**src/rtl/alu_bist_engine.sv**
```systemverilog
// rtl/alu_bist_engine.sv - ALU BIST responder: LFSR operand generator, MISR compactor, signature check
module alu_bist_engine #(
  parameter int          DATA_W       = 8,
  parameter int          OP_W         = 3,
  parameter int          NUM_PATTERNS = 256,
  parameter int          ALU_LAT      = 1,
  parameter logic [31:0] LFSR_SEED    = 32'hACE1_2468,
  parameter logic [15:0] GOLDEN_SIG   = 16'h0000
) (
  input  logic              clk,
  input  logic              reset,
  input  logic              run_req,
  output logic              run_ack,
  output logic              alu_bist_en,
  output logic [DATA_W-1:0] alu_a,
  output logic [DATA_W-1:0] alu_b,
  output logic [OP_W-1:0]   alu_op,
  input  logic [DATA_W-1:0] alu_result,
  output logic [15:0]       signature,
  output logic              done,
  output logic              pass,
  output logic              fail
);

  typedef enum logic [2:0] {IDLE, GEN, DRAIN, CMP, REPORT} state_t;

  localparam logic [31:0] SEED     = (LFSR_SEED == 32'h0) ? 32'h1 : LFSR_SEED;
  localparam logic [15:0] LAST_PAT = 16'(NUM_PATTERNS - 1);
  localparam logic [2:0]  LAST_LAT = 3'(ALU_LAT - 1);

  state_t              state, state_nx;
  logic                run_req_q;
  logic                start;
  logic [31:0]         lfsr;
  logic [15:0]         misr;
  logic [15:0]         misr_nx;
  logic [15:0]         res16;
  logic [15:0]         pat_cnt;
  logic [2:0]          lat_cnt;
  logic [ALU_LAT-1:0]  vld_sr;
  logic                sig_ok;
  logic [DATA_W-1:0]   a_q, b_q;
  logic [OP_W-1:0]     op_q;

  assign start = run_req & ~run_req_q;

  // Only the low 16 result bits reach the MISR on wide datapaths
  if (DATA_W >= 16) begin : g_res_wide
    assign res16 = alu_result[15:0];
  end else begin : g_res_narrow
    assign res16 = {{(16-DATA_W){1'b0}}, alu_result};
  end

  assign misr_nx = {misr[14:0], 1'b0} ^ (misr[15] ? 16'h1021 : 16'h0000) ^ res16;

  always_ff @(posedge clk or posedge reset) begin
    if (reset) state <= IDLE;
    else       state <= state_nx;
  end

  always_comb begin
    state_nx = state;
    case (state)
      IDLE:    if (start) state_nx = GEN;
      GEN:     if (!run_req) state_nx = IDLE;
               else if (pat_cnt == LAST_PAT) state_nx = DRAIN;
      DRAIN:   if (!run_req) state_nx = IDLE;
               else if (lat_cnt == LAST_LAT) state_nx = CMP;
      CMP:     if (!run_req) state_nx = IDLE;
               else state_nx = REPORT;
      REPORT:  if (!run_req) state_nx = IDLE;
      default: state_nx = IDLE;
    endcase
  end

  assign alu_bist_en = (state == GEN);
  assign run_ack     = (state != IDLE);
  assign done        = (state == REPORT);
  assign pass        = done & sig_ok;
  assign fail        = done & ~sig_ok;
  assign signature   = misr;

  // Operands come straight from the LFSR while generating and freeze afterwards
  assign alu_a  = alu_bist_en ? lfsr[DATA_W-1:0]                 : a_q;
  assign alu_b  = alu_bist_en ? lfsr[2*DATA_W-1:DATA_W]          : b_q;
  assign alu_op = alu_bist_en ? lfsr[2*DATA_W+OP_W-1:2*DATA_W]   : op_q;

  always_ff @(posedge clk or posedge reset) begin
    if (reset) begin
      run_req_q <= 1'b0;
      lfsr      <= SEED;
      misr      <= 16'h0000;
      pat_cnt   <= 16'h0000;
      lat_cnt   <= 3'd0;
      vld_sr    <= '0;
      sig_ok    <= 1'b0;
      a_q       <= '0;
      b_q       <= '0;
      op_q      <= '0;
    end else begin
      run_req_q <= run_req;
      vld_sr[0] <= (state == GEN);
      for (int i = 1; i < ALU_LAT; i++) vld_sr[i] <= vld_sr[i-1];
      if (state == GEN) begin
        lfsr    <= {lfsr[30:0], lfsr[31] ^ lfsr[21] ^ lfsr[1] ^ lfsr[0]};
        pat_cnt <= pat_cnt + 16'd1;
        a_q     <= alu_a;
        b_q     <= alu_b;
        op_q    <= alu_op;
      end
      if (state == DRAIN) lat_cnt <= lat_cnt + 3'd1;
      else                lat_cnt <= 3'd0;
      if (state != IDLE && vld_sr[ALU_LAT-1]) misr <= misr_nx;
      if (state == CMP) sig_ok <= (misr == GOLDEN_SIG);
      // Stale valid bits from an aborted run must not leak into the new one
      if (state == IDLE && start) begin
        lfsr    <= SEED;
        misr    <= 16'h0000;
        pat_cnt <= 16'h0000;
        vld_sr  <= '0;
      end
    end
  end

endmodule

```
**config.mk**
```make
export PLATFORM = sky130hd
export DESIGN_NAME = alu_bist_engine
export DESIGN_NICKNAME = d
export VERILOG_FILES = /design/src/rtl/alu_bist_engine.sv
export SDC_FILE = /design/constraint.sdc
export NUM_CORES = 1
export LEC_CHECK = 0
export BUFFER_PORTS_ARGS = -buffer_cell sky130_fd_sc_hd__buf_2
export CAP_MARGIN = 20
export CORE_ASPECT_RATIO = 0.7
export CORE_MARGIN = 5
export CORE_UTILIZATION = 25
export DETAILED_ROUTE_END_ITERATION = 6
export GPL_TIMING_DRIVEN = 0
export PLACE_DENSITY = 0.46
export RECOVER_POWER = 100
export SYNTH_ARGS = -nofsm -noshare
export SYNTH_HDL_FRONTEND = slang
export SYNTH_SLANG_ARGS = --single-unit
```
**constraint.sdc**
```tcl
create_clock -name clk -period 3.5 [get_ports clk]
set_input_delay 0.7 -clock clk [delete_from_list [all_inputs] [get_ports clk]]
set_output_delay 0.7 -clock clk [all_outputs]
set_load 0.01 [all_outputs]
```
==> results_dict.tcl <==
set metrics [dict create \
    clkTransAtPathRegs_ns 0.06 \
    grt_pass1_vias 2987 \
    vias_per_cell 4.54 \
    stdcell_count 669 \
    relSlewSlack -0.169 \
    cts_max_level 3 \
    hold_depth 1 \
    status "finished with violations" \
    ys_types 40 \
    worst_slew_pin_slew_ns 1.75 \
    grt_max_degree 72 \
    synth_nets 416 \
    num_vias 3039 \
    place.gp.congestion 0.745 \
    yosys_most_used_dff "dfrtp_1" \
    power_mw 3.00 \
    cts_hold_buf 0 \
    hold_path_end "lat_cnt[0]" \
    syn2layout_area_growth_pct 18.9 \
    crit_fanout 10 \
    synth.cell_area_um2 3940 \
    r2r_start "state[1]" \
    ys_ff_latch 92 \
    fin_crit_sh 0.894 \
    power_density_nw_per_um2 641 \
    initial_core_util 0.254 \
    dieArea_um2 18400 \
    rows 38 \
    placed_cell_area_um2 4470 \
    cts_resized 0 \
    io_pins 51 \
    violations "max-capacitance violations, max-slew violations" \
    reg2reg_to "signature[1]" \
    clk_latency_ns 0.34 \
    ys_top_cells_by_area "dfrtp_1 (50%), nand2_1 (12%), dfstp_2 (8.7%), a22o_1 (3.6%), a21oi_1 (2.8%)" \
    io_buffers 50 \
    diodes 0 \
    ir_drop_uv 246 \
    cts_tree "built" \
    async_flop_share 1.00 \
    drtIter0Drc 167 \
    yosysWarnings 0 \
    finClkSkew_ns 0.00746 \
    final_nets 478 \
    final_core_util 0.302 \
    grt_overflow 0 \
    drtPass1Iterations 4 \
    end_kind "output pin" \
    synth_top_cell_area_share 0.502 \
    reg2reg_depth 5 \
    hold_viol 0 \
    ant_nets 0 \
    hold_ws_ns 0.452 \
    routed_wl_mm 9.67 \
    crit_type "flop to output pin" \
    place_inst 653 \
    grt_use_total 0.106 \
    cts_root_buffer "clkbuf_16" \
    drc 0 \
    start_kind "flop" \
    yosysSeqAreaShare 0.589 \
    synth_edf_count 0 \
    cts_setup_buffers 0 \
    chipHeight_um 115 \
    hp-start "lat_cnt[0]" \
    dp_hpwl_mm 6.72 \
    wire_per_inst_um 14.5 \
    coreArea_um2 15500 \
    cts.path.max_buffers 2 \
    r2r_setup_slack_ns 1.07 \
    antenna_found_initial 0 \
    setup_violations 0 \
    fp.dieW_um 160 \
    maxCapViolations 1 \
    slew_violations 72 \
    clock-sinks 92 \
    drive_above_1_share 0.0981 \
    hp-class "flop to flop" \
    cp.arrival_ns 2.43 \
    final_area_um2 4680 \
    syn_avg_cell_area_um2 9.80 \
    grt_pass1_wl_mm 15.8 \
    rsz0062_at_grt "false" \
    netlist_instances 402 \
    cts_buffers 9 \
    period_needed_ns 3.13 \
    power_leakage_nw 2.26 \
    synth_area_leader_cell "dfrtp_1" \
    nFillCells 1683 \
    crit_required_ns 2.80 \
    fmax_ghz 0.320 \
]
power breakdown:
part	internal (mW)	total, mW	switching [mW]	leakage (nW)
Clock	0.592	0.989	0.397	0.153
Combinational	0.215	0.581	0.365	0.916
Sequential	1.30	1.43	0.130	1.19
cell families (layout without fill, tap and decap cells):
group                      count (synthesis)  after routing  share of synthesized area
AOI/OAI and AO/OA                         55             55                     0.0902
buffers and inverters                     27             94                     0.0283
xor gates and xnor gates                  21             21                     0.0467
adders and majority gates                  3              3                    0.00953
DFF                                       92             92                      0.589
and+or+nand+nor                          201            201                      0.229
muxes                                      3              3                    0.00762
state kept, by name, indices dropped and copies added, names as in the netlist:
register / cells
signature: 16
op_q: 3
lat_cnt: 3
run_req_q: 1
state: 3
vld_sr: 1
b_q: 8
lfsr: 32
pat_cnt: 16
a_q: 8
sig_ok: 1
cells in the final DEF (no fill, tap or decap), drive strengths merged, types with 2 or more instances in the layout:
cell type	n
nand2	123
dfrtp	79
clkbuf	69
nor2	28
a21oi	22
a22o	16
buf	15
dfstp	13
xor2	12
nand3	11
nand4	10
o21ai	9
xnor2	9
nor4	8
inv	5
or4	4
and3	4
mux2i	3
nor3	3
ha	3
clkinv	3
nand2b	2
or3	2
o21a	2
o31ai	2
worst max-delay path: stages (launching register included):
cell and delay [ns]:
dfrtp_1 0.45, or3b_1 0.46, inv_1 0.16, clkbuf_1 0.50
nand2_1 0.28, nand2_1 0.11, buf_2 0.13
layer usage:
layer / vias to the layer above / track usage / wire length (um) / share of wire
met2: 59 / 0.155 / 4130 / 0.43
li1: 1484 / - / - / -
met1: 1494 / 0.155 / 5100 / 0.53
met3: 2 / 0.0340 / 427 / 0.044
met4: 0 / 0.0206 / 21 / 0.0022
met5: - / 0 / 0 / 0
metrics by stage:
stage	setup slack [ns]	TNS [ns]
6_report	0.372	0
5_1_grt	0.177	0
4_1_cts	0.427	0
3_5_place_dp	0.816	0
3_3_place_gp	-0.766	-59.62
2_1_floorplan	0.430	0
worst max-delay path by stage:
stage / from / end / slack (ns)
after floorplan: reset / a_q[0] / 0.43
after global placement: reset / a_q[6] / -0.77
after CTS: state[0] / alu_op[2] / 0.43
final: state[2] / alu_op[2] / 0.37
after detailed placement: state[0] / alu_op[2] / 0.82
after global routing: reset / a_q[3] / 0.18
area by class of cell:
cell class                      instances  area, um^2  area share
Clock buffer                           12         256      0.0548
Inverter                                6        23.8     0.00508
Timing Repair Buffer                   51         205      0.0438
Sequential cell                        92        2320       0.495
Buffer                                 21        86.3      0.0184
Clock inverter                          4        48.8      0.0104
Multi-Input combinational cell        283        1490       0.319
Tap cell                              200         250      0.0534
synth_stat cells, types with 2 or more instances:
| master | n |
|---|---|
| a21oi_1 | 22 |
| a22o_1 | 16 |
| and3_1 | 4 |
| buf_1 | 5 |
| buf_2 | 5 |
| clkbuf_1 | 10 |
| dfrtp_1 | 79 |
| dfstp_2 | 13 |
| ha_1 | 3 |
| inv_1 | 5 |
| mux2i_1 | 3 |
| nand2_1 | 123 |
| nand2b_1 | 2 |
| nand3_1 | 11 |
| nand4_1 | 9 |
| nor2_1 | 27 |
| nor3_1 | 3 |
| nor4_1 | 7 |
| o21a_1 | 2 |
| o21ai_0 | 9 |
| o31ai_1 | 2 |
| or3_1 | 2 |
| or4_1 | 4 |
| xnor2_1 | 9 |
| xor2_1 | 12 |
No activity file was read; power rests on OpenSTA's default activity.
